`config.mk`:
```
export PLATFORM = sky130hd
export DESIGN_NAME = rx_drain_arb
export DESIGN_NICKNAME = d
export VERILOG_FILES = /design/src/rtl/uart_pkg.sv /design/src/rtl/rx_idle_timer.sv /design/src/rtl/rx_drain_arb.sv
export SDC_FILE = /design/constraint.sdc
export NUM_CORES = 1
export LEC_CHECK = 0
export CAP_MARGIN = 20
export CORE_ASPECT_RATIO = 0.9
export CORE_UTILIZATION = 50
export DETAILED_ROUTE_END_ITERATION = 7
export PLACE_DENSITY = 0.89
export SYNTH_ARGS = -nofsm -noshare
export SYNTH_HDL_FRONTEND = slang
export SYNTH_SLANG_ARGS = --single-unit
```
`constraint.sdc`:
```
create_clock -name clk -period 2.5 [get_ports clk]
set_input_delay 0.5 -clock clk [delete_from_list [all_inputs] [get_ports clk]]
set_output_delay 0.5 -clock clk [all_outputs]
set_load 0.01 [all_outputs]
```
`src/rtl/uart_pkg.sv`:
```
`default_nettype none
// ============================================================================
// Module  : uart_pkg
// Brief   : Shared types and constants for the RX drain arbiter slice.
// Revision: 1.0 - initial release
// ============================================================================
package uart_pkg;

  typedef enum logic [0:0] {
    IDLE = 1'b0,
    HOLD = 1'b1
  } state_t;

  localparam int NUM_CH    = 2;
  localparam int BURST_DEF = 4;

endpackage
`default_nettype wire

```
`src/rtl/rx_idle_timer.sv`:
```
`default_nettype none
// ============================================================================
// Module  : rx_idle_timer
// Brief   : Per-channel idle counter and registered level interrupt.
// Revision: 1.0 - initial release
// ============================================================================
module rx_idle_timer #(
  parameter int CW = 5
) (
  input  logic          clk,
  input  logic          rst_n,
  input  logic          empty,
  input  logic [CW-1:0] count,
  input  logic [CW-1:0] thresh,
  input  logic [7:0]    tmo_cfg,
  output logic          irq
);

  logic [CW-1:0] r_prev_count;
  logic [7:0]    r_idle;
  logic          r_irq;
  logic          w_thresh_hit;
  logic          w_tmo_hit;

  assign w_thresh_hit = (thresh != '0) && (count >= thresh);
  assign w_tmo_hit    = (tmo_cfg != 8'd0) && !empty && (r_idle >= tmo_cfg);
  assign irq          = r_irq;

  // Any occupancy movement (push or pop) counts as activity.
  always_ff @(posedge clk or negedge rst_n) begin
    if (!rst_n) begin
      r_prev_count <= '0;
      r_idle       <= 8'd0;
      r_irq        <= 1'b0;
    end else begin
      r_prev_count <= count;
      if (empty || (count != r_prev_count)) begin
        r_idle <= 8'd0;
      end else if (r_idle != 8'hFF) begin
        r_idle <= r_idle + 8'd1;
      end
      r_irq <= w_thresh_hit || w_tmo_hit;
    end
  end

endmodule
`default_nettype wire

```
`src/rtl/rx_drain_arb.sv`:
```
`default_nettype none
// ============================================================================
// Module  : rx_drain_arb
// Brief   : Two-channel RX FIFO drain with burst round-robin and interrupts.
// Revision: 1.0 - initial release
// ============================================================================
module rx_drain_arb
  import uart_pkg::*;
#(
  parameter int DEPTH = 16,
  parameter int CW    = $clog2(DEPTH) + 1,
  parameter int BURST = BURST_DEF
) (
  input  logic          clk,
  input  logic          rst_n,
  input  logic [1:0]    rx_empty,
  input  logic [CW-1:0] rx_count0,
  input  logic [CW-1:0] rx_count1,
  input  logic [7:0]    rx_data0,
  input  logic [7:0]    rx_data1,
  output logic [1:0]    rx_read,
  output logic          out_valid,
  output logic [7:0]    out_data,
  output logic          out_chan,
  input  logic          out_ready,
  input  logic [CW-1:0] thresh0,
  input  logic [CW-1:0] thresh1,
  input  logic [7:0]    tmo_cfg,
  output logic [1:0]    irq
);

  localparam int BW = $clog2(BURST + 1);
  localparam logic [BW-1:0] c_burst_max = BW'(BURST);

  state_t        r_state;
  state_t        w_state_next;
  logic          r_last;
  logic [BW-1:0] r_burst;
  logic [7:0]    r_data;
  logic          r_chan;
  logic          w_any;
  logic          w_keep;
  logic          w_grant;
  logic          w_pop;

  assign w_any = (rx_empty != 2'b11);
  // A zero burst count means no run is in progress, so the pointer's peer wins.
  assign w_keep = (r_burst != '0) && (r_burst < c_burst_max) && !rx_empty[r_last];

  always_comb begin
    w_grant = r_last;
    if (!w_keep && !rx_empty[~r_last]) begin
      w_grant = ~r_last;
    end
  end

  always_ff @(posedge clk or negedge rst_n) begin
    if (!rst_n) begin
      r_state <= IDLE;
    end else begin
      r_state <= w_state_next;
    end
  end

  // rst_n gates the pop so no FIFO is drained while reset is held.
  always_comb begin
    w_state_next = r_state;
    w_pop        = 1'b0;
    rx_read      = 2'b00;
    case (r_state)
      IDLE: begin
        w_pop = rst_n && w_any;
      end
      HOLD: begin
        w_pop = rst_n && out_ready && w_any;
        if (out_ready && !w_any) begin
          w_state_next = IDLE;
        end
      end
      default: w_state_next = IDLE;
    endcase
    if (w_pop) begin
      w_state_next = HOLD;
      rx_read      = w_grant ? 2'b10 : 2'b01;
    end
  end

  always_ff @(posedge clk or negedge rst_n) begin
    if (!rst_n) begin
      r_last  <= 1'b1;
      r_burst <= '0;
      r_data  <= 8'h00;
      r_chan  <= 1'b0;
    end else if (w_pop) begin
      r_data <= w_grant ? rx_data1 : rx_data0;
      r_chan <= w_grant;
      r_last <= w_grant;
      if ((w_grant == r_last) && (r_burst != '0)) begin
        if (r_burst != c_burst_max) begin
          r_burst <= r_burst + 1'b1;
        end
      end else begin
        r_burst <= BW'(1);
      end
    end
  end

  assign out_valid = (r_state == HOLD);
  assign out_data  = r_data;
  assign out_chan  = r_chan;

  logic [CW-1:0] w_count  [NUM_CH];
  logic [CW-1:0] w_thresh [NUM_CH];

  assign w_count[0]  = rx_count0;
  assign w_count[1]  = rx_count1;
  assign w_thresh[0] = thresh0;
  assign w_thresh[1] = thresh1;

  for (genvar gi = 0; gi < NUM_CH; gi++) begin : g_ch
    rx_idle_timer #(
      .CW(CW)
    ) u_timer (
      .clk     (clk),
      .rst_n   (rst_n),
      .empty   (rx_empty[gi]),
      .count   (w_count[gi]),
      .thresh  (w_thresh[gi]),
      .tmo_cfg (tmo_cfg),
      .irq     (irq[gi])
    );
  end

endmodule
`default_nettype wire

```
* Yosys cells after proc, flatten, opt, wreduce, memory -nomap -nowiden *
Cells that the tools add are included.

storage, ports and cells
  flip-flop bits (word level) = 42
  input bits = 49
  output and inout bits = 14
  logic and storage cells = 80

operators by class
  reduce and logical (&&, ||, !) cells = 31
  bitwise operators = 2
  eq/ne operators = 8
  $lt $le $gt $ge = 7
  mux-type cells = 18
  add/subtract/negate cells = 3

operators with widths
  cell                   count
  $mux W8                5
  $add A8 B1 Y8 const B  2
  $ge A8 B8 Y1           2
  $ne A8 B8 Y1 const B   2
  $logic_and A1 B1 Y1    14
  $ge A5 B5 Y1           2
  $ne A5 B5 Y1           2
  $reduce_bool A5 Y1     2
  $mux W1                8
  $reduce_bool A8 Y1     1
  $logic_not A1 Y1       6
  $mux W3                2
  $logic_or A1 B1 Y1     4
  $lt A1 B2 Y1 const B   2
  $mux W2                2
  $reduce_bool A2 Y1     2
  $add A3 B1 Y3 const B  1
  $lt A3 B3 Y1 const B   1
  $ne A3 B3 Y1 const B   1
  $reduce_bool A3 Y1     1
  $ne A2 B1 Y1 const B   1
  $ne A2 B2 Y1 const B   1
  $not A1 Y1             2
  $pmux W1 S2            1
  2 further kinds        2

* Depth between registers and ports, before layout *
Gate-level depths: netlist of run 1.

  word-level depth = 11
  depth in mapped cells = 7

* Cells and area by module *
Synthesis of run 1 repeated with hierarchy kept, for this count alone.

second synthesis, totals
  cell total of the unflattened synthesis = 296
  area, all modules = 2,763.9 µm²

modules (own cells, without submodules)
  module         area each (µm²)  cells each  seq. area each (µm²)  instances
  rx_idle_timer  959.7            103         350.3                 2
  rx_drain_arb   844.6            90          351.6                 1

* Worst setup path after synthesis of run 1 *
OpenSTA, ideal clock, no wires.

  path type = register to output
  start point = reg r_burst[0]
  end point = out rx_read[0]
  arrival time = 1,510 ps
  path slack = 490 ps
  buffers on the path = 1
  stages on the path, launching flop included = 7
  path through = dfrtp_1 inv_1 ha_1 or2_0 a221oi_2 buf_6 nor2b_1

between the ends
  word-level cells in the longest chain between the ends = 8
  elaborated cells on any way between the ends = 9
  classes of those cells = 1 x order compare; 3 x mux; 5 x reduce/logical

RTL lines
  what                                                RTL line             text
  from (decl)                                         rx_drain_arb.sv:38   logic [BW-1:0] r_burst;
  from (signal assigned)                              rx_drain_arb.sv:100  r_burst <= r_burst + 1'b1;
  $lt A3 B3 Y1 or $reduce_bool A3 Y1 (tied branches)  rx_drain_arb.sv:48   assign w_keep = (r_burst != '0) && (r_burst < c_burst_max) && !rx_empty[r_last];
  $logic_and A1 B1 Y1 * (2 in series)                 rx_drain_arb.sv:48
  $logic_not A1 Y1 *                                  rx_drain_arb.sv:52   if (!w_keep && !rx_empty[~r_last]) begin
  $logic_and A1 B1 Y1 *                               rx_drain_arb.sv:52
  $mux W1 *                                           rx_drain_arb.sv:52
  $mux W2 *                                           rx_drain_arb.sv:84   rx_read = w_grant ? 2'b10 : 2'b01;
  $mux W2 *                                           rx_drain_arb.sv:82   if (w_pop) begin
  to (decl)                                           rx_drain_arb.sv:21   output logic [1:0] rx_read,

Every way passes the cells marked *; elsewhere a longest branch is shown, timed or not.

* Worst setup path after layout of run 1 *
  start point = reg r_burst[1]
  end point = out rx_read[0]

Same word-level chain as after synthesis.

==> impl_metrics.py, run 1 <==
metrics = {
    "power": {
        "leakagePower_uw": 0.00163,
        "seq_power_share": 0.411,
        "p_sw_uw": 564,
        "ir_drop_v": 0.000416,
        "p_clk_frac": 0.270,
        "swShare": 0.278,
        "p_int_uw": 1460,
        "total_power_uw": 2030,
        "power_density_nw_per_um2": 584,
        "comb_power_share": 0.320,
    },
    "placed_design": {
        "dp_cells": 394,
        "placed_cell_area_sq_um": 3320,
        "globalplace.congestion": 0.791,
        "hpwl_um": 4620,
        "post-place-ws_ps": -219,
        "portBuffers": 62,
    },
    "detailed_routing": {
        "drt_wl_total_um": 5980,
        "drtAntennaViolNets": 0,
        "top_layer": "met4",
        "detail_route.drc_violations": 0,
        "wl_met1_um": 2640,
        "routedWlPerCell_um": 14.8,
        "drt_iter0_drc": 142,
        "met3_length_um": 217,
        "route.met2.wl_um": 2950,
        "firstDrtPassIters": 5,
        "viasPerCell": 5.66,
        "vias": 2294,
    },
    "critical_path": {
        "startpoint_type": "flip-flop",
        "worstPathRequired_ps": 2000,
        "rrSetupSlack_ps": 580,
        "critical_path_arrival_ps": 1920,
        "endpoint_kind": "output port",
        "critPathMaxFanout": 4,
        "crit_type": "reg2out",
    },
    "clocking": {
        "clockRootBuffer": "clkbuf_8",
        "holdBufCountCts": 0,
        "cts.path.max_buffers": 2,
        "clk_latency_ps": 290,
        "numCtsBuffers": 5,
        "h-tree-depth": 2,
        "clk_pin_slew_ps": 80,
        "cts_tree": "built",
        "cts.sinks": 42,
    },
    "timing": {
        "fin_crit_ps": 2420,
        "fin_ws_ps": 80.3,
        "hold-worst-slack_ps": 304,
        "finalHoldViolCount": 0,
        "slew_headroom": 0.634,
        "fmax_mhz": 413,
        "finClkSkew_ps": 7.77,
        "drv_slew": 0,
        "setup_violations": 0,
        "period_share": 0.968,
        "worst_pin_slew_ps": 549,
    },
    "final_layout": {
        "final_nets": 418,
        "diodes": 0,
        "stdcell_area_sq_um": 3470,
        "area.growth.synth_to_final_pct": 33.3,
        "finalNonFillerCells": 405,
        "drive_gt1_frac": 0.0765,
    },
    "synthesis": {
        "syn_area_per_cell_sq_um": 9.83,
        "synthSimpleGateAreaFrac": 0.200,
        "syn_inst": 265,
        "ys_seq_elements": 42,
        "synth_compound_area_frac": 0.114,
        "yosysWarnings": 0,
        "seq_area_frac_synth": 0.404,
        "muxShareOfSynthArea": 0.0500,
        "synth_top_area_share": 0.394,
        "ys_top_cells_by_area": "dfrtp_1 39%, ha_1 14%, mux2i_1 5.0%",
        "mappedNetlistNets": 344,
        "synth-xor-area-share": 0.0404,
        "synth_top_family_by_area": "simple AND/OR/NAND/NOR gates",
        "post-synth-top-area-cell": "dfrtp_1",
        "syn_area_sq_um": 2600,
        "synth_cell_type_count": 47,
        "synthAdderAreaFrac": 0.144,
    },
    "global_routing": {
        "antenna_found_initial": 0,
        "grt_overflow": 0,
        "grt_pass1_wl_um": 10000,
        "grtUsageTotal": 0.233,
        "first_global_vias": 2240,
        "grt_max_degree": 45,
    },
    "worst_hold_path": {
        "hp-class": "in2async",
    },
    "die": {
        "initial_core_util": 0.529,
        "dieArea_sq_um": 5500,
        "die_w_um": 78.1,
        "core_sq_um": 4920,
        "io_pins": 63,
        "num_rows": 24,
        "die_h_um": 70.5,
    },
    "outcome": {
        "status": "complete, no violations",
    },
    "job": {
        "cap_violations": 0,
    },
}
-- state kept, by name, indices dropped and copies added (netlist names) --
name,cells
r_burst,3
out_chan,1
g_ch.u_timer.irq,2
out_data,8
g_ch.u_timer.r_idle,16
g_ch.u_timer.r_prev_count,10
r_last,1
out_valid,1
-- critical path: stages, from the launching register on --
cell and delay [ps]:
dfrtp_1 380, inv_1 50, ha_1 190, or2_0 240, a221oi_2 350, nor2b_1 180, clkdlybuf4s15_1 240
-- cells in the mapped netlist, drive strengths merged --
| cell type | count |
|---|---|
| dfrtp | 41 |
| o21a | 2 |
| nor4b | 2 |
| a21o | 2 |
| nand3b | 1 |
| and2b | 1 |
| a21oi | 6 |
| and4 | 2 |
| nand2b | 10 |
| o2111ai | 1 |
| xnor2 | 10 |
| nor2 | 19 |
| inv | 21 |
| or4 | 2 |
| nand4 | 4 |
| nor3 | 9 |
| buf | 5 |
| and2 | 2 |
| and3b | 1 |
| a221oi | 1 |
| nor3b | 1 |
| a22o | 1 |
| xor2 | 2 |
| and4b | 1 |
| a2111o | 2 |
| nand3 | 5 |
| a211oi | 5 |
| a31oi | 7 |
| nand2 | 20 |
| clkbuf | 2 |
| o22ai | 4 |
| or3 | 3 |
| nand4bb | 1 |
| o21ai | 15 |
| ha | 30 |
| and3 | 4 |
| nor2b | 3 |
| mux2i | 13 |
| or2 | 1 |
| nor4 | 2 |
| dfstp | 1 |
-- area by class of cell --
| class | instances | area, sq um |
|---|---|---|
| fill | 351 | 1450 |
| multi-input combinational | 195 | 1440 |
| sequential | 42 | 1050 |
| timing repair buffer | 74 | 707 |
| clock buffer | 7 | 86.3 |
| tap | 65 | 81.3 |
| inverter | 21 | 78.8 |
| clock inverter | 1 | 30.0 |
-- metal layers --
metal | GRT usage | vias to the layer above
li1 | - | 1092
met2 | 0.392 | 64
met4 | 0.0967 | 0
met5 | 0 | -
met1 | 0.296 | 1123
met3 | 0.0392 | 15
-- timing repair --
action / 4_1_cts / 5_1_grt
endpoints found under the setup margin: 2 / 2
pin swaps: 1 / 1
resized for setup: 3 / 2
buffers inserted: 2 / 1
-- kinds of logic (layout without fill, tap and decap cells) --
kind of cell,after synthesis,after routing
simple gates,94,94
compound gates,46,46
fa+ha+maj,30,30
buf+inv,28,103
xor+xnor,12,12
flops,42,42
mux,13,13
-- final timing paths --
path | cells past startpoint | from | endpoint
setup / recovery | 6 | r_burst[1] | rx_read[0]
hold / removal | 2 | rst_n | out_valid
setup reg to reg | 8 | r_burst[1] | out_data[7]
hold reg to reg | 1 | out_chan | out_chan
max in group asynchronous | 2 | rst_n | g_ch[0].u_timer.r_idle[4]
min in group clk | 1 | out_chan | out_chan
-- layout by cell type, fill, tap and decap left out, drive strengths merged, types with 3 or more instances in the layout --
cell / count
nor2b: 3
nand2b: 10
nand3: 5
nand4: 4
inv: 21
buf: 13
ha: 30
mux2i: 13
nand2: 20
and3: 4
xnor2: 10
clkbuf: 7
a21oi: 6
nor3: 9
clkdlybuf4s50: 58
a31oi: 7
o22ai: 4
nor2: 19
or3: 3
dfrtp: 41
o21ai: 15
a211oi: 5
-- metrics by stage --
stage | utilization | TNS, ps
2_1_floorplan | - | 0
3_3_place_gp | 0.675 | -300
3_5_place_dp | 0.675 | -381
4_1_cts | 0.702 | 0
5_1_grt | 0.705 | -1.83
6_report | 0.705 | 0
-- power by group through the flow --
stage	combinational, uW	clock, uW	sequential, uW
floorplan	297	0	857
global placement	581	0	841
detailed placement	607	0	848
CTS	642	559	830
global route	706	589	841
finish	648	547	833
No activity file was read; power rests on OpenSTA's default activity.
==> run 2, diff against run 1 <==
Settings changed: GPL_TIMING_DRIVEN set to 0, PLACE_DENSITY 0.89 to 0.77.
==> run 2 against run 1 <==
Against the previous run:
- hold slack worse by 160 ps
- first-iteration DRC count down 65%
- flip-flop and latch count did not move
==> impl_metrics.py, run 2 (synthesis results as in run 1) <==
metrics = {
    "outcome": {
        "status": "complete, no violations",
    },
    "critical_path": {
        "endpoint_kind": "output port",
        "critical_path_arrival_ps": 1970,
        "startpoint_type": "flip-flop",
        "rr_startpoint": "r_burst[1]",
        "r2r-end": "out_data[6]",
        "crit_type": "reg2out",
        "crit_start": "r_burst[1]",
        "rrSetupSlack_ps": 540,
        "worstPathRequired_ps": 2000,
        "critPathMaxFanout": 4,
        "reg2regPathDepth": 8,
    },
    "clocking": {
        "clk_pin_slew_ps": 80,
        "clk_latency_ps": 300,
        "cts.path.max_buffers": 2,
        "cts_tree": "built",
        "holdBufCountCts": 0,
        "h-tree-depth": 2,
        "cts.sinks": 42,
        "clockRootBuffer": "clkbuf_8",
        "numCtsBuffers": 5,
    },
    "final_layout": {
        "area.growth.synth_to_final_pct": 32.4,
        "drive_gt1_frac": 0.0796,
        "diodes": 0,
        "finalNonFillerCells": 404,
        "final_nets": 417,
        "largest_reg_flops": 16,
        "layout_common_cells": "57 x clkdlybuf4s50_1, 41 x dfrtp_1, 30 x ha_1, 21 x inv_1, 19 x nand2_1",
        "final_common_cell": "clkdlybuf4s50_1",
        "regMostFlops": "g_ch.u_timer.r_idle",
    },
    "timing": {
        "fin_setup_tns_ps": 0,
        "fmax_mhz": 406,
        "finClkSkew_ps": 8.60,
        "setup_violations": 0,
        "worst_pin_slew_ps": 487,
        "slew_headroom": 0.676,
        "fin_crit_ps": 2470,
        "drv_slew": 0,
        "finalHoldViolCount": 0,
        "period_share": 0.986,
    },
    "placed_design": {
        "portBuffers": 62,
        "globalplace.congestion": 0.808,
        "hpwl_um": 4420,
        "dp_cells": 393,
    },
    "power": {
        "leakagePower_uw": 0.00161,
        "power_density_nw_per_um2": 559,
        "ir_drop_v": 0.000294,
        "total_power_uw": 1930,
    },
    "detailed_routing": {
        "drt_wl_total_um": 5570,
        "detail_route.drc_violations": 0,
        "drtAntennaViolNets": 0,
        "vias": 2152,
        "drt_iter0_drc": 50,
        "routedWlPerCell_um": 13.8,
        "viasPerCell": 5.33,
        "firstDrtPassIters": 4,
    },
    "die": {
        "dieArea_sq_um": 5500,
        "io_pins": 63,
        "core_sq_um": 4920,
        "die_h_um": 70.5,
        "num_rows": 24,
        "initial_core_util": 0.529,
        "die_w_um": 78.1,
    },
    "job": {
        "cap_violations": 0,
    },
    "global_routing": {
        "antenna_found_initial": 0,
        "grt_pass1_wl_um": 9180,
        "grt_max_degree": 25,
        "met1_usage": 0.274,
        "grt.busiest_layer": "met2",
        "met2_usage": 0.368,
        "grt_overflow": 0,
        "met3_usage": 0.0353,
        "grtUsageTotal": 0.216,
        "first_global_vias": 2050,
    },
    "worst_hold_path": {
        "hp-class": "in2async",
    },
}
[run 2: cell count changes in the layout (fill, tap and decap cells not counted), sizes merged]
cell           change
clkinv             +1
bufinv             -1
dlygate4sd2        +2
clkbuf             +3
clkdlybuf4s15      -1
dlymetal6s2s       -1
buf                -3
clkdlybuf4s50      -1
[run 2: per-layer routing]
| layer | vias to the layer above | wire, um |
|---|---|---|
| li1 | 1091 | - |
| met1 | 1020 | 2580 |
| met2 | 34 | 2770 |
| met3 | 7 | 137 |
| met4 | 0 | 73 |
| met5 | - | 0 |
[run 2: worst max-delay path: stages, from the launching register on]
cell and delay [ps]:
dfrtp_1 370, inv_1 60, ha_1 240, or2_0 260, a221oi_2 270, buf_6 140
nor2_2 40, dlygate4sd2_1 280
[run 2: through the flow]
step	instance area [sq um]	setup WS (ps)	hold WS, ps	util
4_1_cts	3440	7.77	168	0.699
2_1_floorplan	2600	490	204	-
3_3_place_gp	3310	-1900	460	0.671
6_report	3450	34.6	148	0.700
5_1_grt	3450	-10.7	183	0.700
3_5_place_dp	3320	-442	470	0.674
[run 2: area by class of cell]
class / instances / area, sq um
tap: 65 / 81.3
clock inverter: 1 / 5.00
sequential: 42 / 1050
fill: 423 / 1480
multi-input combinational: 195 / 1440
buffer: 7 / 53.8
inverter: 21 / 78.8
timing repair buffer: 66 / 649
clock buffer: 7 / 86.3
[run 2: repair_timing]
| item | CTS | global route |
|---|---|---|
| setup buffers | 2 | 1 |
| gates resized for setup | 11 | 1 |
| gates cloned | 0 | 0 |
| endpoints found under the setup margin | 2 | 2 |
[run 2: worst max path at each step]
stage                  to  slack (ps)  depth (start not counted)
2_1_floorplan  rx_read[0]         490                          6
3_3_place_gp   rx_read[1]       -1900                          5
3_5_place_dp   rx_read[1]        -440                          6
4_1_cts        rx_read[0]           8                          7
5_1_grt        rx_read[1]         -10                          7
6_report       rx_read[1]          30                          7
[run 2: report_power, final]
| part | switching (uW) | internal, uW |
|---|---|---|
| Combinational | 277 | 362 |
| Sequential | 62.8 | 769 |
| Clock | 231 | 223 |
